**src/rtl/isa_dma_channel.sv**
```systemverilog
// ---------------------------------------------------------------------------
// isa_dma_channel
//   Single-channel, 8237-style ISA DMA engine. Requests the bus from the CPU,
//   moves one byte per device request between I/O and memory using 20-bit
//   {page, offset} addressing, flags terminal count on the last byte and then
//   either reloads (autoinit) or masks itself.
//
// Ports
//   clk, rst             system clock, synchronous active-high reset
//   cfg_addr/we/re       byte-wide register port (select, write, read strobes)
//   cfg_wdata/cfg_rdata  register write data / combinational read data
//   dreq, dack_n         device request / acknowledge (active low)
//   bus_req, bus_gnt     bus hold request / grant
//   aen, a_out, a_oe     bus ownership, 20-bit address, address drive enable
//   memr_n, memw_n       memory command strobes (active low)
//   ior_n, iow_n         I/O command strobes (active low)
//   tc                   terminal count, high in the release cycle of last byte
// ---------------------------------------------------------------------------
module isa_dma_channel #(
  parameter int STROBE_CYC  = 2,     // strobe low time per byte, 1..15
  parameter bit AUTOINIT_EN = 1'b1
) (
  input  logic        clk,
  input  logic        rst,
  input  logic [2:0]  cfg_addr,
  input  logic        cfg_we,
  input  logic        cfg_re,
  input  logic [7:0]  cfg_wdata,
  output logic [7:0]  cfg_rdata,
  input  logic        dreq,
  output logic        dack_n,
  output logic        bus_req,
  input  logic        bus_gnt,
  output logic        aen,
  output logic [19:0] a_out,
  output logic        a_oe,
  output logic        memr_n,
  output logic        memw_n,
  output logic        ior_n,
  output logic        iow_n,
  output logic        tc
);

  typedef enum logic [2:0] {IDLE, HOLD, S1, S2, S3, S4} state_e;

  state_e      state_q;
  logic [3:0]  strb_cnt_q;      // strobe cycles left, including the current one
  logic [15:0] base_addr_q, cur_addr_q;
  logic [15:0] base_cnt_q, cur_cnt_q;
  logic [3:0]  page_q;
  logic        dir_q, autoinit_q, mask_q, tc_reached_q, ff_q;
  logic        dack_n_q, bus_req_q, aen_q, a_oe_q, tc_q;
  logic        memr_n_q, memw_n_q, ior_n_q, iow_n_q;
  logic [19:0] a_out_q;

  logic last_strobe, tc_hit, status_rd, busy;

  assign last_strobe = ((state_q == S2) || (state_q == S3)) && (strb_cnt_q == 4'd1);
  assign tc_hit      = last_strobe && (cur_cnt_q == 16'd0);
  assign status_rd   = cfg_re && (cfg_addr == 3'd6);
  assign busy        = (state_q != IDLE);

  // NOTE: every branch of cfg_rdata is covered by the default assignment
  // first, so no latch can be inferred for an unlisted register select.
  always_comb begin
    cfg_rdata = 8'h00;
    unique case (cfg_addr)
      3'd0:    cfg_rdata = ff_q ? cur_addr_q[15:8] : cur_addr_q[7:0];
      3'd1:    cfg_rdata = ff_q ? cur_cnt_q[15:8]  : cur_cnt_q[7:0];
      3'd2:    cfg_rdata = {4'h0, page_q};
      3'd3:    cfg_rdata = {6'h00, autoinit_q, dir_q};
      3'd4:    cfg_rdata = {7'h00, mask_q};
      3'd6:    cfg_rdata = {5'h00, mask_q, busy, tc_reached_q};
      default: cfg_rdata = 8'h00;
    endcase
  end

  // NOTE: sequential state uses non-blocking assignments only; where two
  // assignments to the same register fire in one cycle, the later one in this
  // block wins, which is how register-port writes override the transfer
  // engine's own updates.
  always_ff @(posedge clk) begin
    if (rst) begin
      state_q      <= IDLE;
      strb_cnt_q   <= 4'd0;
      base_addr_q  <= 16'h0000;
      cur_addr_q   <= 16'h0000;
      base_cnt_q   <= 16'h0000;
      cur_cnt_q    <= 16'h0000;
      page_q       <= 4'h0;
      dir_q        <= 1'b0;
      autoinit_q   <= 1'b0;
      mask_q       <= 1'b1;
      tc_reached_q <= 1'b0;
      ff_q         <= 1'b0;
      dack_n_q     <= 1'b1;
      bus_req_q    <= 1'b0;
      aen_q        <= 1'b0;
      a_oe_q       <= 1'b0;
      tc_q         <= 1'b0;
      memr_n_q     <= 1'b1;
      memw_n_q     <= 1'b1;
      ior_n_q      <= 1'b1;
      iow_n_q      <= 1'b1;
      a_out_q      <= 20'h00000;
    end else begin
      // ---------------- transfer engine ----------------
      unique case (state_q)
        IDLE: if (dreq && !mask_q) begin
          state_q   <= HOLD;
          bus_req_q <= 1'b1;
        end
        HOLD: begin
          if (!dreq || mask_q) begin
            state_q   <= IDLE;
            bus_req_q <= 1'b0;
          end else if (bus_gnt) begin
            state_q  <= S1;
            aen_q    <= 1'b1;
            a_oe_q   <= 1'b1;
            dack_n_q <= 1'b0;
            a_out_q  <= {page_q, cur_addr_q};   // frozen for the whole byte
          end
        end
        S1: begin
          state_q    <= S2;
          strb_cnt_q <= 4'(STROBE_CYC);
          memw_n_q   <= dir_q;
          ior_n_q    <= dir_q;
          memr_n_q   <= !dir_q;
          iow_n_q    <= !dir_q;
        end
        S2, S3: begin
          if (last_strobe) begin
            state_q    <= S4;
            memr_n_q   <= 1'b1;
            memw_n_q   <= 1'b1;
            ior_n_q    <= 1'b1;
            iow_n_q    <= 1'b1;
            tc_q       <= tc_hit;
            cur_addr_q <= cur_addr_q + 16'd1;   // 16-bit wrap, page untouched
            cur_cnt_q  <= cur_cnt_q - 16'd1;
            if (tc_hit) begin
              tc_reached_q <= 1'b1;
              if (autoinit_q) begin
                cur_addr_q <= base_addr_q;
                cur_cnt_q  <= base_cnt_q;
              end else begin
                mask_q <= 1'b1;
              end
            end
          end else begin
            state_q    <= S3;
            strb_cnt_q <= strb_cnt_q - 4'd1;
          end
        end
        S4: begin
          state_q   <= IDLE;
          tc_q      <= 1'b0;
          dack_n_q  <= 1'b1;
          aen_q     <= 1'b0;
          a_oe_q    <= 1'b0;
          bus_req_q <= 1'b0;
        end
        default: state_q <= IDLE;
      endcase

      // ---------------- register port ----------------
      if (cfg_we) begin
        unique case (cfg_addr)
          3'd0: begin
            if (ff_q) begin
              base_addr_q[15:8] <= cfg_wdata;
              cur_addr_q[15:8]  <= cfg_wdata;
            end else begin
              base_addr_q[7:0] <= cfg_wdata;
              cur_addr_q[7:0]  <= cfg_wdata;
            end
          end
          3'd1: begin
            if (ff_q) begin
              base_cnt_q[15:8] <= cfg_wdata;
              cur_cnt_q[15:8]  <= cfg_wdata;
            end else begin
              base_cnt_q[7:0] <= cfg_wdata;
              cur_cnt_q[7:0]  <= cfg_wdata;
            end
          end
          3'd2: page_q <= cfg_wdata[3:0];
          3'd3: begin
            dir_q      <= cfg_wdata[0];
            autoinit_q <= cfg_wdata[1] & AUTOINIT_EN;
          end
          3'd4:    mask_q <= cfg_wdata[0];
          default: ;
        endcase
      end

      // Byte-pointer flip-flop shared by the address and count registers.
      if (cfg_we && (cfg_addr == 3'd0 || cfg_addr == 3'd1)) begin
        ff_q <= !ff_q;
      end else if (cfg_we && cfg_addr == 3'd5) begin
        ff_q <= 1'b0;
      end else if (cfg_re && (cfg_addr == 3'd0 || cfg_addr == 3'd1)) begin
        ff_q <= !ff_q;
      end

      // A status read clears TC-reached unless a new TC lands in the same cycle.
      if (status_rd && !tc_hit) tc_reached_q <= 1'b0;
    end
  end

  assign dack_n  = dack_n_q;
  assign bus_req = bus_req_q;
  assign aen     = aen_q;
  assign a_out   = a_out_q;
  assign a_oe    = a_oe_q;
  assign memr_n  = memr_n_q;
  assign memw_n  = memw_n_q;
  assign ior_n   = ior_n_q;
  assign iow_n   = iow_n_q;
  assign tc      = tc_q;

endmodule

```
**config.mk**
```make
export PLATFORM = sky130hd
export DESIGN_NAME = isa_dma_channel
export DESIGN_NICKNAME = d
export VERILOG_FILES = /design/src/rtl/isa_dma_channel.sv
export SDC_FILE = /design/constraint.sdc
export NUM_CORES = 1
export LEC_CHECK = 0
export CELL_PAD_IN_SITES_DETAIL_PLACEMENT = 0
export CELL_PAD_IN_SITES_GLOBAL_PLACEMENT = 1
export CORE_MARGIN = 3
export CORE_UTILIZATION = 43
export DETAILED_ROUTE_END_ITERATION = 7
export PLACE_DENSITY = 0.85
export SETUP_SLACK_MARGIN = 0.3
export SYNTH_ARGS = -nofsm -noshare
export SYNTH_HDL_FRONTEND = slang
export SYNTH_SLANG_ARGS = --single-unit
```
**constraint.sdc**
```tcl
create_clock -name clk -period 3.68 [get_ports clk]
set_clock_uncertainty 0.2 [all_clocks]
set_input_delay 0.552 -clock clk [delete_from_list [all_inputs] [get_ports clk]]
set_output_delay 0.552 -clock clk [all_outputs]
set_load 0.005 [all_outputs]
```
==> flow_summary.yaml <==
outcome:
  status: "finished, final reports clean"
setup_path:
  critPathKind: "primary input to primary output"
  arrival_ns: 2.42
  cpMostUsedCell: "clkdlybuf4s50_1"
  crit_slowest_cell: "or3_1"
  timing.rr.end: "cur_addr_q[4]$_SDFF_PP0_"
  startpoint_type: "primary input"
  r2r_cells: 7
  required_ns: 2.93
  crit_path_max_incr_delay_ns: 0.55
  path_cells: "clkdlybuf4s50_1 -> or3_1 -> o221ai_1 -> clkdlybuf4s50_1"
  rr_startpoint: "strb_cnt_q[1]$_SDFFE_PP0P_"
  r2r_setup_slack_ns: 0.70
  worstSetupEndpointType: "primary output"
  critPathLaunch: "cfg_addr[2]"
  crit_fanout: 7
logic_synthesis:
  yosysTopAreaCellShare: 0.391
  ys_async_sr_fraction: 0
  synth.area.top_cells: "dfxtp_1, nand2_1, a21oi_1"
  synth_edf_count: 0
  ys_ff_latch: 106
  synth_common_cells: "nand2_1, dfxtp_1, a21oi_1"
  synth_area_leader_cell: "dfxtp_1"
  avgSynthCellArea_sq_um: 7.88
  synth_ff_type: "dfxtp_1"
  syn_nets: 711
  ys_seq_area_frac: 0.391
  yosysWarningCount: 0
  yosysMostFrequentCell: "nand2_1"
  synth_area_sq_um: 5430
  synthDistinctLibCells: 67
  netlist_instances: 689
routing:
  viasPerCell: 5.86
  drtIter0Drc: 487
  wl_per_cell_um: 18.0
  routed_wl_um: 16000
  post-route-drc-count: 0
  vias: 5212
  drtPass1Iterations: 5
  drtAntennaViolNets: 0
layout:
  multi_input_area_sq_um: 3050
  fillers: 1196
  final_cell_count_no_fill: 890
  layout.nets: 740
  drive_above_1_share: 0.0748
  areaGrowthSynthToFinish_pct: 17.2
  seq_area_sq_um: 2120
  antenna_cells: 0
placement:
  dp.cells: 875
  place.gp.congestion: 0.922
  io_buffer_count: 53
  hpwlAfterDp_um: 11200
power:
  pwr-share-seq: 0.517
  power.share.clock: 0.404
  p_per_area_nw_per_um2: 358
  ir_drop_v: 0.000199
  power_switching_mw: 0.556
  combPwrFrac: 0.079
  p_int_mw: 1.72
  p_total_mw: 2.28
  p_leak_nw: 2.11
  sw_frac_of_total: 0.244
sta:
  fmax_mhz: 315
  tns_ns: 0
  hold_viol_final: 0
  tightest_slew_ns: 0.960
  drv_slew: 0
  rsz0062_at_grt: "false"
  slew-limit-headroom: 0.360
  fin_crit_ns: 3.17
  finalSetupViolations: 0
  min_period_over_period: 0.862
global_route:
  grt_max_degree: 89
  grt_pass1_wl_um: 26000
  grt_overflow_total: 0
  track_usage: 0.231
  grt_pass1_vias: 4780
  antenna_found_initial: 0
min_path:
  hold_start: "dack_n$_SDFFE_PP1P_"
  min_to: "dack_n$_SDFFE_PP1P_"
  whs_path_depth: 2
  min_path_type: "flip-flop to flip-flop"
clock_tree:
  hold_buffers: 0
  cts_tree: "yes"
  cts_resized: 0
  clock_path_buffers: 2
  clock_sinks: 106
  cts_setup_buffers: 0
  cts_made_buffers: 9
  htree_levels: 3
  clk_pin_slew_worst_paths_ns: 0.06
  root_buffer: "clkbuf_16"
  worstSkewPairLatency_ns: 0.36
die:
  core_sq_um: 12200
  dieArea_sq_um: 14000
  ios: 54
  die_h_um: 118
  rows: 40
  start_util: 0.446
  dieWidth_um: 118
job:
  drv_cap: 0
-- per-layer routing --
metal,vias to the layer above,routed length [um],share of wire,track usage
li1,2529,-,-,-
met1,2473,7490,0.47,0.328
met2,192,7060,0.44,0.352
met3,18,1140,0.071,0.0368
met4,0,306,0.019,0.0872
met5,-,0,0,0
-- cells by family after synthesis --
group	count (synthesis)	share of synthesized area
multiplexers	36	0.0717
buffers and inverters	63	0.0484
AND/OR/NAND/NOR	297	0.259
flip-flops	106	0.391
adder cells (fa/ha/maj)	5	0.0115
XOR/XNOR	15	0.0242
AO/OA/AOI/OAI	167	0.194
-- final cells by class --
type	instances	share of cell area
clock buffer	11	0.0397
clock inverter	4	0.00433
inverter	9	0.00531
multi-input combinational	520	0.479
sequential	106	0.334
tap	168	0.0331
timing repair buffer	72	0.105
-- worst max-delay path by stage --
stage                               endpoint  slack, ns  cells after the start
finish                          cfg_rdata[1]       0.51                      4
global route                    cfg_rdata[5]       0.37                      6
CTS                             cfg_rdata[1]       0.52                      4
detailed placement              cfg_rdata[1]       0.53                      4
global placement                cfg_rdata[5]       0.56                      6
floorplan           cur_cnt_q[13]$_SDFF_PP0_       1.00                      9
-- cells in the final DEF (no fill, tap or decap), types with 4 or more instances in the layout --
cell type	synthesis	final
a31oi_1	8	8
o21ai_0	22	22
clkdlybuf4s50_1	0	52
nand2b_1	6	6
nand3b_1	4	4
a311oi_1	4	4
buf_4	4	19
nand2_1	144	144
xnor2_1	7	7
o22ai_1	10	10
xor2_1	8	8
clkbuf_16	0	9
and3_1	9	9
nor4_1	7	7
dfxtp_1	106	106
nand3_1	19	19
a21oi_1	71	70
ha_1	5	5
inv_1	8	8
a41oi_1	4	4
nor3_1	18	18
or3_1	4	4
mux2i_1	28	28
nand4_1	15	15
o221ai_1	10	10
a211oi_1	7	7
mux2_2	4	4
o21ai_1	4	4
nor2_1	45	45
-- power groups by stage --
stage | registers (mW) | clock network (mW) | logic [mW]
after CTS | 1.18 | 0.938 | 0.178
after detailed placement | 1.20 | 0 | 0.177
after floorplan | 1.20 | 0 | 0.112
after global placement | 1.20 | 0 | 0.175
after global routing | 1.18 | 0.990 | 0.195
final | 1.18 | 0.919 | 0.180
-- critical path, delay by kind of cell --
family          cells  cell delay [ns]
compound gates      1             0.28
simple gates        1             0.55
buf+inv             2             1.03
-- through the flow --
stage	util	hold WS (ns)	setup slack, ns	cell area (sq um)
CTS	0.523	0.246	0.517	6360
detailed placement	0.500	0.235	0.532	6080
finish	0.523	0.245	0.507	6360
global route	0.523	0.278	0.374	6360
global placement	0.500	0.231	0.558	6080
floorplan	-	0.231	1.00	5430
-- registers in the layout (all words and copies together), names as in the netlist, 3 cells and up --
register / flops
cur_addr_q: 16
strb_cnt_q: 4
base_cnt_q: 16
a_out: 20
state_q: 3
page_q: 4
base_addr_q: 16
cur_cnt_q: 16
Note: power is estimated with default switching activity, not from simulation.
